--- config.mk ---
export PLATFORM = sky130hd
export DESIGN_NAME = mxint_block_dequantizer
export DESIGN_NICKNAME = d
export VERILOG_FILES = /design/src/rtl/mxint_dequant_pkg.sv /design/src/rtl/mxint_elem_dequant.sv /design/src/rtl/mxint_block_dequantizer.sv
export SDC_FILE = /design/constraint.sdc
export NUM_CORES = 1
export LEC_CHECK = 0
export BUFFER_PORTS_ARGS = -buffer_cell sky130_fd_sc_hd__buf_2
export CELL_PAD_IN_SITES_DETAIL_PLACEMENT = 2
export CELL_PAD_IN_SITES_GLOBAL_PLACEMENT = 2
export CORE_ASPECT_RATIO = 1.1
export CORE_MARGIN = 8
export CORE_UTILIZATION = 37
export DETAILED_ROUTE_END_ITERATION = 12
export GPL_ROUTABILITY_DRIVEN = 0
export GPL_TIMING_DRIVEN = 0
export HOLD_SLACK_MARGIN = 0.05
export PLACE_DENSITY_LB_ADDON = 0.1
export RECOVER_POWER = 50
export SYNTH_ARGS = -nofsm -noshare
export SYNTH_HDL_FRONTEND = slang
export SYNTH_SLANG_ARGS = --single-unit
--- constraint.sdc ---
create_clock -name clk -period 8.4 [get_ports clk]
set_input_delay 0.84 -clock clk [delete_from_list [all_inputs] [get_ports clk]]
set_output_delay 0.84 -clock clk [all_outputs]
set_load 0.01 [all_outputs]
--- src/rtl/mxint_dequant_pkg.sv ---
// Shared constants and types for the MXINT block dequantizer.
package mxint_dequant_pkg;

  // Default configuration of the dequantizer datapath.
  localparam int unsigned DEF_BLOCK_SIZE     = 4;
  localparam int unsigned DEF_OUT_PAR        = 2;
  localparam int unsigned DEF_M_WIDTH        = 8;
  localparam int unsigned DEF_E_WIDTH        = 6;
  localparam int unsigned DEF_OUT_WIDTH      = 16;
  localparam int unsigned DEF_OUT_FRAC_WIDTH = 4;

  // Beat counter needs at least one bit even for single-beat blocks.
  function automatic int unsigned cnt_width(input int unsigned n);
    return (n > 1) ? $clog2(n) : 1;
  endfunction

  localparam int unsigned NBEATS    = DEF_BLOCK_SIZE / DEF_OUT_PAR;
  localparam int unsigned CNT_WIDTH = cnt_width(NBEATS);

  // Saturation bounds for the default output width.
  localparam logic signed [DEF_OUT_WIDTH-1:0] OUT_MAX = {1'b0, {(DEF_OUT_WIDTH-1){1'b1}}};
  localparam logic signed [DEF_OUT_WIDTH-1:0] OUT_MIN = {1'b1, {(DEF_OUT_WIDTH-1){1'b0}}};

  typedef enum logic {
    IDLE = 1'b0,
    EMIT = 1'b1
  } state_e;

endpackage

--- src/rtl/mxint_elem_dequant.sv ---
// One element: signed mantissa scaled by 2^(exp+frac), floored and saturated.
module mxint_elem_dequant #(
  parameter int unsigned M_WIDTH        = 8,
  parameter int unsigned E_WIDTH        = 6,
  parameter int unsigned OUT_WIDTH      = 16,
  parameter int unsigned OUT_FRAC_WIDTH = 4
) (
  input  logic signed [M_WIDTH-1:0]   i_mant,
  input  logic signed [E_WIDTH-1:0]   i_exp,
  output logic signed [OUT_WIDTH-1:0] o_val_c
);

  localparam int unsigned S_WIDTH = E_WIDTH + 2;
  localparam int unsigned WW      = M_WIDTH + OUT_WIDTH;
  localparam logic signed [WW-1:0] SAT_HI = WW'({1'b0, {(OUT_WIDTH-1){1'b1}}});
  localparam logic signed [WW-1:0] SAT_LO = ~SAT_HI;

  logic signed [S_WIDTH-1:0] w_shift;
  logic        [S_WIDTH-1:0] w_rsh;
  logic signed [WW-1:0]      w_mant_x;
  logic signed [WW-1:0]      w_full;

  // Shift at full precision (any left shift >= OUT_WIDTH saturates), then clamp.
  always_comb begin
    w_shift  = S_WIDTH'(i_exp) + S_WIDTH'(OUT_FRAC_WIDTH);
    w_rsh    = S_WIDTH'(-w_shift);
    w_mant_x = WW'(i_mant);
    w_full   = '0;
    o_val_c  = '0;
    if (!w_shift[S_WIDTH-1]) begin
      if (w_shift >= S_WIDTH'(OUT_WIDTH)) begin
        w_full = i_mant[M_WIDTH-1] ? SAT_LO : SAT_HI;
      end else begin
        w_full = w_mant_x <<< $unsigned(w_shift);
      end
    end else if (w_rsh >= S_WIDTH'(M_WIDTH)) begin
      w_full = i_mant[M_WIDTH-1] ? '1 : '0;
    end else begin
      w_full = w_mant_x >>> w_rsh;
    end
    if (w_full > SAT_HI) begin
      o_val_c = SAT_HI[OUT_WIDTH-1:0];
    end else if (w_full < SAT_LO) begin
      o_val_c = SAT_LO[OUT_WIDTH-1:0];
    end else begin
      o_val_c = w_full[OUT_WIDTH-1:0];
    end
    if (i_mant == '0) begin
      o_val_c = '0;
    end
  end

endmodule

--- src/rtl/mxint_block_dequantizer.sv ---
// Accepts one MXINT block per handshake and streams it out as OUT_PAR-wide fixed-point beats.
module mxint_block_dequantizer
  import mxint_dequant_pkg::*;
#(
  parameter int unsigned BLOCK_SIZE     = DEF_BLOCK_SIZE,
  parameter int unsigned OUT_PAR        = DEF_OUT_PAR,
  parameter int unsigned M_WIDTH        = DEF_M_WIDTH,
  parameter int unsigned E_WIDTH        = DEF_E_WIDTH,
  parameter int unsigned OUT_WIDTH      = DEF_OUT_WIDTH,
  parameter int unsigned OUT_FRAC_WIDTH = DEF_OUT_FRAC_WIDTH
) (
  input  logic                                 clk,
  input  logic                                 rst,
  input  logic [BLOCK_SIZE-1:0][M_WIDTH-1:0]   mdata_in,
  input  logic [E_WIDTH-1:0]                   edata_in,
  input  logic                                 data_in_valid,
  output logic                                 data_in_ready,
  output logic [OUT_PAR-1:0][OUT_WIDTH-1:0]    data_out,
  output logic                                 data_out_valid,
  input  logic                                 data_out_ready,
  output logic                                 data_out_last
);

  localparam int unsigned NB = BLOCK_SIZE / OUT_PAR;
  localparam int unsigned CW = cnt_width(NB);

  state_e                             r_state;
  state_e                             w_state_nxt;
  logic [CW-1:0]                      r_cnt;
  logic [CW-1:0]                      w_cnt_nxt;
  logic                               w_load;
  logic                               w_last;
  logic [BLOCK_SIZE-1:0][M_WIDTH-1:0] r_mant;
  logic [E_WIDTH-1:0]                 r_exp;
  logic [NB-1:0][OUT_PAR-1:0][M_WIDTH-1:0] w_beats;
  logic [OUT_PAR-1:0][M_WIDTH-1:0]    w_sel;

  assign w_last  = (r_cnt == CW'(NB - 1));
  assign w_beats = r_mant;
  assign w_sel   = w_beats[r_cnt];

  // Next-state, counter and handshake decode; ready on the last beat passes through data_out_ready.
  always_comb begin
    w_state_nxt    = r_state;
    w_cnt_nxt      = r_cnt;
    w_load         = 1'b0;
    data_in_ready  = 1'b0;
    data_out_valid = 1'b0;
    data_out_last  = 1'b0;
    case (r_state)
      IDLE: begin
        data_in_ready = rst;
        if (data_in_valid) begin
          w_load      = 1'b1;
          w_cnt_nxt   = '0;
          w_state_nxt = EMIT;
        end
      end
      EMIT: begin
        data_out_valid = 1'b1;
        data_out_last  = w_last;
        data_in_ready  = rst & w_last & data_out_ready;
        if (data_out_ready) begin
          if (!w_last) begin
            w_cnt_nxt = r_cnt + CW'(1);
          end else if (data_in_valid) begin
            w_load    = 1'b1;
            w_cnt_nxt = '0;
          end else begin
            w_state_nxt = IDLE;
          end
        end
      end
      default: w_state_nxt = IDLE;
    endcase
  end

  // State and beat counter.
  always_ff @(posedge clk or negedge rst) begin
    if (!rst) begin
      r_state <= IDLE;
      r_cnt   <= '0;
    end else begin
      r_state <= w_state_nxt;
      r_cnt   <= w_cnt_nxt;
    end
  end

  // Block operand capture on input handshake.
  always_ff @(posedge clk or negedge rst) begin
    if (!rst) begin
      r_mant <= '0;
      r_exp  <= '0;
    end else if (w_load) begin
      r_mant <= mdata_in;
      r_exp  <= edata_in;
    end
  end

  // One element converter per output lane, fed from the beat selected by the counter.
  for (genvar j = 0; j < OUT_PAR; j++) begin : g_lane
    logic signed [OUT_WIDTH-1:0] w_lane;
    mxint_elem_dequant #(
      .M_WIDTH        (M_WIDTH),
      .E_WIDTH        (E_WIDTH),
      .OUT_WIDTH      (OUT_WIDTH),
      .OUT_FRAC_WIDTH (OUT_FRAC_WIDTH)
    ) u_elem (
      .i_mant  (w_sel[j]),
      .i_exp   (r_exp),
      .o_val_c (w_lane)
    );
    assign data_out[j] = w_lane;
  end

endmodule

==> results of run 1 <==
[per-layer routing]
| layer | vias up | share of wire (%) | global-route usage (%) |
|---|---|---|---|
| li1 | 2218 | - | - |
| met1 | 2483 | 42 | 30.20 |
| met2 | 159 | 50 | 43.36 |
| met3 | 34 | 4.6 | 2.723 |
| met4 | 0 | 2.5 | 9.356 |
| met5 | - | 0 | 0 |
[cell usage after synthesis, drive strengths merged, types with 8 or more instances]
library cell,count
o21ai,46
o22ai,9
nand2,55
mux4,13
clkbuf,19
a21oi,42
and2,9
nor3,8
mux2,53
a211oi,11
nor2,51
mux2i,25
dfrtp,40
nand3,18
buf,23
[worst reg2reg max path: stages, from the launching register on]
cell and delay, ps:
dfrtp_1 330, clkbuf_1 480, clkbuf_1 540, clkbuf_1 530, a21oi_1 190, nand2b_1 210
clkbuf_1 280, buf_1 400, mux2_2 380
[metrics by stage]
stage | hold slack [ps] | worst slack [ps] | util [%]
2_1_floorplan | 494.0 | 4657 | -
3_3_place_gp | 507.4 | 3737 | 42.76
3_5_place_dp | 528.1 | 3615 | 42.76
4_1_cts | 555.9 | 3295 | 43.95
5_1_grt | 572.8 | 3050 | 43.85
6_report | 553.4 | 3306 | 43.85
[flip-flops by register name, summed over array words and instances, names as in the netlist]
| name | cells |
|---|---|
| r_cnt | 1 |
| r_exp | 6 |
| r_mant | 32 |
| r_state | 1 |
[cell type report]
type	count	area [um^2]	share of cell area (%)
plain buffers	42	205.2	3.872
clock buffers	5	125.1	2.361
clock inverters	3	18.77	0.3541
inverters	8	30.03	0.5666
multi-input cells	449	3349	63.20
flip-flops and latches	40	1001	18.89
well taps	154	192.7	3.636
repair buffers	76	377.9	7.129
[logic make-up after synthesis]
family                   Yosys count  synth area share, %
AO/OA/AOI/OAI                    173                26.06
buffers and inverters             50                5.472
XOR/XNOR                           6                1.307
multiplexers                      91                25.67
adder cells (fa/ha/maj)            4                1.089
flip-flops                        40                21.78
AND/OR/NAND/NOR                  175                18.62
[path summary, 6_finish.rpt]
| check | from | to | cells after the start |
|---|---|---|---|
| min in group asynchronous | rst | r_mant[21] | 1 |
| min | r_mant[5] | r_mant[5] | 1 |
| max in group asynchronous | rst | r_mant[24] | 1 |
| max | r_exp[0] | data_out[5] | 14 |
| min reg2reg | r_mant[5] | r_mant[5] | 1 |
| max reg2reg | r_cnt | r_exp[4] | 8 |
==> qor.csv, run 1 <==
stage;metric;value;unit
clock_network;post-CTS sizing;0;
setup_path;worst-path fanout max;11;
route;initial drt markers;278;
finish;share of layout cells above drive strength 1;30.02;%
floorplanning;num rows;42;
setup_path;critical path type;reg2out;
synthesis;Yosys reg bits;40;
clock_network;number of clock sinks;40;
setup_path;Crit. End Element;output port;
clock_network;# hold bufs at CTS;0;
placement;number of port buffers;76;
synthesis;post-synthesis net count;585;
clock_network;clock slew at reported path FFs;60;ps
finish;antenna cells;0;
route;DR DRC count;0;
min_path;Hold Crit Class;reg2reg;
synthesis;Post-synth top flop;dfrtp_1;
floorplanning;DIE HEIGHT;132.9;um
synthesis;Post-Syn Area per Cell;8.526;um^2
setup_path;WP data required;7560;ps
sta;slew margin rel.;-44.47;%
global_routing;largest net degree at the start of global routing;42;
floorplanning;num ports;77;
clock_network;CTS buffer count;5;
status;status;finished with violations;
sta;Min Clock Period, post-route;5094;ps
placement;hpwl dp;15890;um
floorplanning;Core Area;12090;um^2
finish;most frequent cells in the layout;buf_2, nand2_1, nor2_1, mux2_2;
route;Via density;6.299;
floorplanning;Die W;122.3;um
clock_network;Clk Latency, worst-skew pair;280;ps
global_routing;first-pass GRT wire length;31610;um
setup_path;most frequent CP cell;buf_2;
setup_path;Critical Path AT;4250;ps
finish;Non-Filler Instances;777;
clock_network;H-Tree Depth;2;
setup_path;CP max stage delay;550;ps
synthesis;unique cell type count in the Yosys netlist;81;
synthesis;Synth Instances;539;
setup_path;Crit path max-delay family;buffers and inverters;
finish;commonest non-fill, non-tap cell in the layout;buf_2;
sta;Setup Skew;3.476;ps
sta;Worst Tran Pin Value;2167;ps
finish;Area Growth Syn to Fin;15.33;%
synthesis;top cell type's share of synthesized area;21.78;%
route;antenna viol nets, final;0;
synthesis;top cells by area, synth;dfrtp_1, mux2_2, mux4_2;
finish;Total Nets Final;668;
sta;Peak Freq;196.3;MHz
setup_path;FF-to-FF setup slack;4950;ps
synthesis;Ys Warns;0;
sta;# setup viols final;0;
run;# Max-Cap Violations;1;
sta;RSZ-0062 raised after global routing;no;
route;total number of vias;4894;
setup_path;worst path buffer plus inverter count;6;
status;failing checks;max-capacitance violations, max-slew violations;
global_routing;initial antenna violation count;0;
finish;post-layout instance area;5300;um^2
synthesis;EDFF count, synth;0;
clock_network;CTS tree;done;
finish;FILL cells;1402;
route;WL/cell;25.74;um
synthesis;async set or reset register ratio after synthesis;100.0;%
clock_network;root buffer cell;clkbuf_16;
setup_path;Slowest cell on crit path;a211oi_1;
global_routing;total congestion overflow;0;
setup_path;startpoint types;flip-flop;
clock_network;clock tree buffer depth;2;
sta;Hold Vio Cnt, Final;0;
global_routing;All-Layer GR Usage;24.79;%
placement;placed cell areas;5169;um^2
route;Detailed Routing Iterations Pass 1;4;
route;WL final;20000;um
setup_path;crit path cell chain;buf_6 > inv_1 > buf_2 > clkbuf_1 > ha_1 > nand2_1 > xnor2_1 > a311oi_2 > a211oi_1 > buf_2 > a31oi_1 > nor3_1 > o31ai_1 > buf_2;
sta;final setup TNS;0;ps
synthesis;synthesized cell area;4596;um^2
placement;placed cells;769;
synthesis;Yosys top cell by area;dfrtp_1;
global_routing;number of global-route vias before repair;5428;
floorplanning;starting density of the core;38.02;%
clock_network;postcts setup bufs;0;
floorplanning;die area;16250;um^2
sta;Pins Over Slew Limit;42;
synthesis;post-synthesis sequential area ratio;21.78;%
sta;fin crit share;60.65;%
Power of run 1 is left out: the tool's default activity adds up to more than one toggle a clock period on the data nets, which glitch-free logic cannot reach.
==> run 2, diff against run 1 <==
Settings changed: CORE_UTILIZATION 37 to 31.
Clock period 8.4 ns to 4.6 ns, I/O delays scaled along.
==> qor.csv, run 2 (synthesis gave the netlist of run 1 again) <==
stage;metric;value;unit;change
status;status;finished with violations;;unchanged
status;failing checks;max-capacitance violations, max-slew violations;;unchanged
route;total number of vias;4840;;was 4894
sta;RSZ-0062 raised after global routing;no;;unchanged
finish;post-layout instance area;5344;um^2;was 5300 um^2
finish;Area Growth Syn to Fin;16.28;%;was 15.33%
finish;antenna cells;0;;unchanged
floorplanning;Die W;132.1;um;was 122.3 um
finish;max reg flops;32;;unchanged
setup_path;FF-to-FF setup slack;1400;ps;was 4950 ps
clock_network;CTS tree;done;;unchanged
floorplanning;num ports;77;;unchanged
sta;Pins Over Slew Limit;42;;unchanged
finish;area of the multi-input gates;3342;um^2;was 3349 um^2
finish;Total Nets Final;666;;was 668
global_routing;initial antenna violation count;0;;unchanged
setup_path;startpoint types;flip-flop;;unchanged
floorplanning;Core Area;14450;um^2;was 12090 um^2
sta;Min Clock Period, post-route;4380;ps;
finish;Non-Filler Instances;813;;was 777
route;DR DRC count;0;;unchanged
placement;placed cells;807;;was 769
clock_network;clock tree buffer depth;2;;unchanged
route;WL/cell;24.76;um;was 25.74 um
global_routing;total congestion overflow;0;;unchanged
sta;final setup TNS;0;ps;unchanged
clock_network;postcts setup bufs;0;;unchanged
global_routing;number of global-route vias before repair;5414;;was 5428
finish;most frequent cells in the layout;buf_2, nand2_1, nor2_1, mux2_2;;unchanged
clock_network;CTS buffer count;5;;unchanged
sta;slew margin rel.;-49.60;%;was -44.47%
global_routing;first-pass GRT wire length;31660;um;was 31610 um
sta;Setup Skew;5.927;ps;was 3.476 ps
setup_path;R2R Path End;r_mant[6];;was r_exp[4]
finish;share of layout cells above drive strength 1;30.27;%;was 30.02%
setup_path;Slowest cell on crit path;a21oi_1;;was a211oi_1
clock_network;H-Tree Depth;2;;unchanged
global_routing;largest net degree at the start of global routing;42;;unchanged
route;Via density;5.953;;was 6.299
setup_path;crit path cell chain;buf_2 > inv_1 > ha_1 > nand2_1 > xnor2_1 > a311oi_2 > a21oi_1 > nand2_1 > o311ai_1 > a21oi_1 > buf_2;;was buf_6 > inv_1 > buf_2 > clkbuf_1 > ha_1 > nand2_1 > xnor2_1 > a311oi_2 > a211oi_1 > buf_2 > a31oi_1 > nor3_1 > o31ai_1 > buf_2
setup_path;CP Launch Point;r_exp[1];;was r_exp[0]
route;WL final;20130;um;was 20000 um
placement;placed cell areas;5223;um^2;was 5169 um^2
placement;number of port buffers;76;;unchanged
route;Detailed Routing Iterations Pass 1;4;;unchanged
clock_network;number of clock sinks;40;;unchanged
setup_path;WP data required;4140;ps;was 7560 ps
floorplanning;num rows;46;;was 42
sta;# setup viols final;0;;unchanged
finish;Final Util;36.99;%;was 43.85%
route;initial drt markers;293;;was 278
min_path;Hold Crit Class;in2reg;;was reg2reg
setup_path;Worst Reg-to-Reg Cells;8;;unchanged
setup_path;CP max stage delay;740;ps;was 550 ps
finish;Largest regs;r_mant: 32 flops, r_exp: 6 flops;;unchanged
setup_path;worst-path fanout max;13;;was 11
route;antenna viol nets, final;0;;unchanged
floorplanning;DIE HEIGHT;143.7;um;was 132.9 um
finish;commonest non-fill, non-tap cell in the layout;buf_2;;unchanged
global_routing;All-Layer GR Usage;21.09;%;was 24.79%
setup_path;Critical Path AT;3920;ps;was 4250 ps
floorplanning;starting density of the core;31.81;%;was 38.02%
clock_network;root buffer cell;clkbuf_16;;unchanged
setup_path;Worst Setup EP;data_out[18];;was data_out[5]
sta;fin crit share;95.21;%;
clock_network;clock slew at reported path FFs;60;ps;about the same
floorplanning;die area;18980;um^2;was 16250 um^2
sta;Peak Freq;228.3;MHz;
finish;FF+latch area;1001;um^2;unchanged
sta;Hold Vio Cnt, Final;0;;unchanged
finish;FILL cells;1683;;was 1402
setup_path;Crit. End Element;output port;;unchanged
setup_path;critical path type;reg2out;;unchanged
finish;Most flops, register;r_mant;;unchanged
placement;hpwl dp;16150;um;was 15890 um
sta;Worst Tran Pin Value;2244;ps;was 2167 ps
setup_path;worst r2r src;r_cnt;;unchanged
run;# Max-Cap Violations;1;;unchanged
clock_network;Clk Latency, worst-skew pair;290;ps;was 280 ps
run 2: cell types whose count changed in the layout (fill, tap and decap cells not counted), sizes merged:
cell / change
clkbuf: -1
clkinv: -1
run 2: area by class of cell:
type | count | area share (%)
plain buffers | 40 | 3.840
repair buffers | 76 | 7.048
clock buffers | 6 | 2.599
clock inverters | 2 | 0.1873
well taps | 192 | 4.495
multi-input cells | 449 | 62.54
inverters | 8 | 0.5619
flip-flops and latches | 40 | 18.73
run 2: metal layers:
layer / wire [um] / vias to the layer above / global-route usage [%]
li1: - / 2204 / -
met1: 8858 / 2468 / 25.88
met2: 9893 / 132 / 36.90
met3: 850 / 36 / 3.038
met4: 527 / 0 / 7.623
met5: 0 / - / 0
run 2: how the worst min path moves through the flow:
stage	from	endpoint	slack, ps	depth (start not counted)
final	data_in_valid	r_state	400	2
after global routing	edata_in[2]	r_exp[2]	400	2
after CTS	rst	r_mant[3]	350	1
after detailed placement	r_mant[30]	r_mant[30]	520	1
after global placement	r_mant[30]	r_mant[30]	510	1
after floorplan	rst	r_cnt	160	0
run 2: repair_timing:
| action | in CTS | in global routing |
|---|---|---|
| endpoints found under the setup margin | 6 | 1 |
| gates cloned | 0 | 0 |
| resized for setup | 0 | 1 |
| hold buffers | 0 | 0 |
| pin swaps | 0 | 0 |
run 2: stage by stage:
stage	hold slack [ps]	setup WS [ps]
after floorplan	164.4	1237
after global placement	509.5	263.3
after detailed placement	522.7	204.6
after CTS	346.4	172.3
after global routing	396.9	77.48
final	395.9	220.4
run 2: critical path: cells and delay by family, from the launching register on:
kind | cells | cell delay [ps]
adder cells (fa/ha/maj) | 1 | 400
flip-flops | 1 | 400
XOR/XNOR | 1 | 240
AO/OA/AOI/OAI | 4 | 1390
buffers and inverters | 3 | 850
AND/OR/NAND/NOR | 2 | 340
Power of run 2 is left out for the same reason.
==> run 3, diff against run 2 <==
Settings changed: BUFFER_PORTS_ARGS -buffer_cell sky130_fd_sc_hd__buf_2 to -buffer_cell sky130_fd_sc_hd__buf_4.
==> qor.csv, run 3 (synthesis gave the netlist of run 1 again) <==
stage;metric;value;unit;change
floorplanning;die area;18980;um^2;unchanged
finish;Largest regs;r_mant: 32 flops, r_exp: 6 flops;;unchanged
clock_network;number of clock sinks;40;;unchanged
global_routing;initial antenna violation count;0;;unchanged
sta;Min Clock Period, post-route;4375;ps;was 4380 ps
finish;Total Nets Final;666;;unchanged
clock_network;postcts setup bufs;0;;unchanged
route;WL final;20230;um;was 20130 um
clock_network;clock tree buffer depth;2;;unchanged
sta;Peak Freq;228.6;MHz;was 228.3 MHz
finish;most frequent cells in the layout;buf_4, nand2_1, nor2_1, mux2_2;;was buf_2, nand2_1, nor2_1, mux2_2
finish;max reg flops;32;;unchanged
setup_path;most frequent CP cell;buf_2;;
sta;final setup TNS;0;ps;unchanged
sta;RSZ-0062 raised after global routing;no;;unchanged
route;antenna viol nets, final;0;;unchanged
min_path;Worst Hold End;r_state;;unchanged
sta;Setup Skew;6.110;ps;was 5.927 ps
finish;FILL cells;1647;;was 1683
min_path;Hold Crit Class;in2reg;;unchanged
global_routing;number of global-route vias before repair;5497;;was 5414
setup_path;startpoint types;flip-flop;;unchanged
placement;hpwl dp;16160;um;was 16150 um
global_routing;first-pass GRT wire length;31680;um;was 31660 um
floorplanning;num ports;77;;unchanged
setup_path;critical path type;reg2out;;unchanged
placement;number of port buffers;76;;unchanged
setup_path;Crit. End Element;output port;;unchanged
route;total number of vias;4816;;was 4840
route;WL/cell;24.88;um;was 24.76 um
setup_path;FF-to-FF setup slack;1330;ps;was 1400 ps
route;Via density;5.924;;was 5.953
setup_path;worst-path fanout max;13;;unchanged
clock_network;# hold bufs at CTS;0;;unchanged
min_path;HP Start;data_in_valid;;unchanged
setup_path;CP max stage delay;580;ps;was 740 ps
setup_path;WP data required;4140;ps;about the same
global_routing;All-Layer GR Usage;21.14;%;was 21.09%
clock_network;root buffer cell;clkbuf_16;;unchanged
route;initial drt markers;201;;was 293
min_path;hold depth;2;;unchanged
setup_path;Slowest cell on crit path;a211oi_1;;was a21oi_1
global_routing;largest net degree at the start of global routing;42;;unchanged
finish;Area Growth Syn to Fin;20.96;%;was 16.28%
floorplanning;DIE HEIGHT;143.7;um;unchanged
sta;Worst Tran Pin Value;2209;ps;was 2244 ps
status;failing checks;max-capacitance violations, max-slew violations;;unchanged
floorplanning;starting density of the core;31.81;%;unchanged
finish;Most flops, register;r_mant;;unchanged
setup_path;CP Launch Point;r_exp[1];;unchanged
route;Detailed Routing Iterations Pass 1;4;;unchanged
route;DR DRC count;0;;unchanged
clock_network;Clk Latency, worst-skew pair;280;ps;was 290 ps
sta;Hold Vio Cnt, Final;0;;unchanged
sta;fin crit share;95.12;%;was 95.21%
floorplanning;Die W;132.1;um;unchanged
sta;Pins Over Slew Limit;42;;unchanged
finish;Non-Filler Instances;813;;unchanged
setup_path;Worst Reg-to-Reg Cells;8;;unchanged
floorplanning;num rows;46;;unchanged
clock_network;CTS buffer count;5;;unchanged
finish;share of layout cells above drive strength 1;30.27;%;unchanged
setup_path;worst r2r src;r_cnt;;unchanged
setup_path;R2R Path End;r_mant[6];;unchanged
sta;# setup viols final;0;;unchanged
status;status;finished with violations;;unchanged
sta;slew margin rel.;-47.25;%;was -49.60%
run;# Max-Cap Violations;1;;unchanged
finish;FF+latch area;1001;um^2;unchanged
setup_path;crit path cell chain;buf_2 > clkinvlp_4 > ha_1 > nand2_1 > xnor2_1 > a311oi_2 > a211oi_1 > buf_2 > a31oi_1 > nor3_1 > o31ai_1 > buf_4;;was buf_2 > inv_1 > ha_1 > nand2_1 > xnor2_1 > a311oi_2 > a21oi_1 > nand2_1 > o311ai_1 > a21oi_1 > buf_2
placement;placed cells;807;;unchanged
finish;area of the multi-input gates;3337;um^2;was 3342 um^2
finish;antenna cells;0;;unchanged
floorplanning;Core Area;14450;um^2;unchanged
setup_path;Critical Path AT;3920;ps;about the same
clock_network;CTS tree;done;;unchanged
global_routing;total congestion overflow;0;;unchanged
finish;commonest non-fill, non-tap cell in the layout;buf_4;;was buf_2
clock_network;H-Tree Depth;2;;unchanged
clock_network;clock slew at reported path FFs;60;ps;about the same
==> run 3: changes by cell type in the layout (fill, tap and decap cells not counted) <==
| cell | change |
|---|---|
| buf_2 | -73 |
| and2_1 | -1 |
| inv_1 | -1 |
| a211oi_1 | +1 |
| clkinvlp_4 | +1 |
| bufinv_16 | +1 |
| clkinv_2 | -2 |
| and2_0 | +1 |
| a211oi_2 | -1 |
| buf_4 | +73 |
| clkbuf_8 | +1 |
==> run 3: area by class of cell <==
| class | count | area share (%) |
|---|---|---|
| multi-input combinational | 449 | 60.03 |
| sequential | 40 | 18.01 |
| timing repair buffer | 76 | 10.06 |
| tap | 192 | 4.321 |
| buffer | 40 | 3.691 |
| clock buffer | 7 | 2.746 |
| inverter | 8 | 0.6077 |
| clock inverter | 1 | 0.5402 |
==> run 3: through the flow <==
stage	area [um^2]	setup slack (ps)	hold WS, ps	util, %
5_1_grt	5559	39.28	389.5	38.48
4_1_cts	5588	182.3	173.6	38.68
3_5_place_dp	5413	194.6	479.3	37.47
3_3_place_gp	5406	268.7	468.5	37.42
2_1_floorplan	4596	1237	164.4	-
6_report	5559	224.6	388.7	38.48
==> run 3: routing by layer <==
layer | vias to the layer above | wire (um) | track usage, %
li1 | 2208 | - | -
met1 | 2412 | 8756 | 25.35
met2 | 152 | 9933 | 36.84
met3 | 44 | 881 | 3.073
met4 | 0 | 653 | 9.619
met5 | - | 0 | 0
==> run 3: how the worst max path moves through the flow <==
stage / endpoint / slack, ps
global route: data_out[5] / 40
CTS: data_out[5] / 180
finish: data_out[5] / 220
global placement: data_out[5] / 270
floorplan: data_out[5] / 1240
detailed placement: data_out[5] / 190
==> run 3: worst max-delay path: cells and delay by family (launching register included) <==
kind	cells	cell delay [ps]
xor gates and xnor gates	1	160
adders and majority gates	1	400
and+or+nand+nor	2	480
AOI/OAI and AO/OA	4	1000
DFF	1	380
buffers and inverters	4	1200
==> run 3: repair_timing <==
item | CTS | global route
gates cloned | 0 | 0
gates resized for setup | 0 | 1
setup endpoints to repair | 3 | 1
Power of run 3 is left out for the same reason.
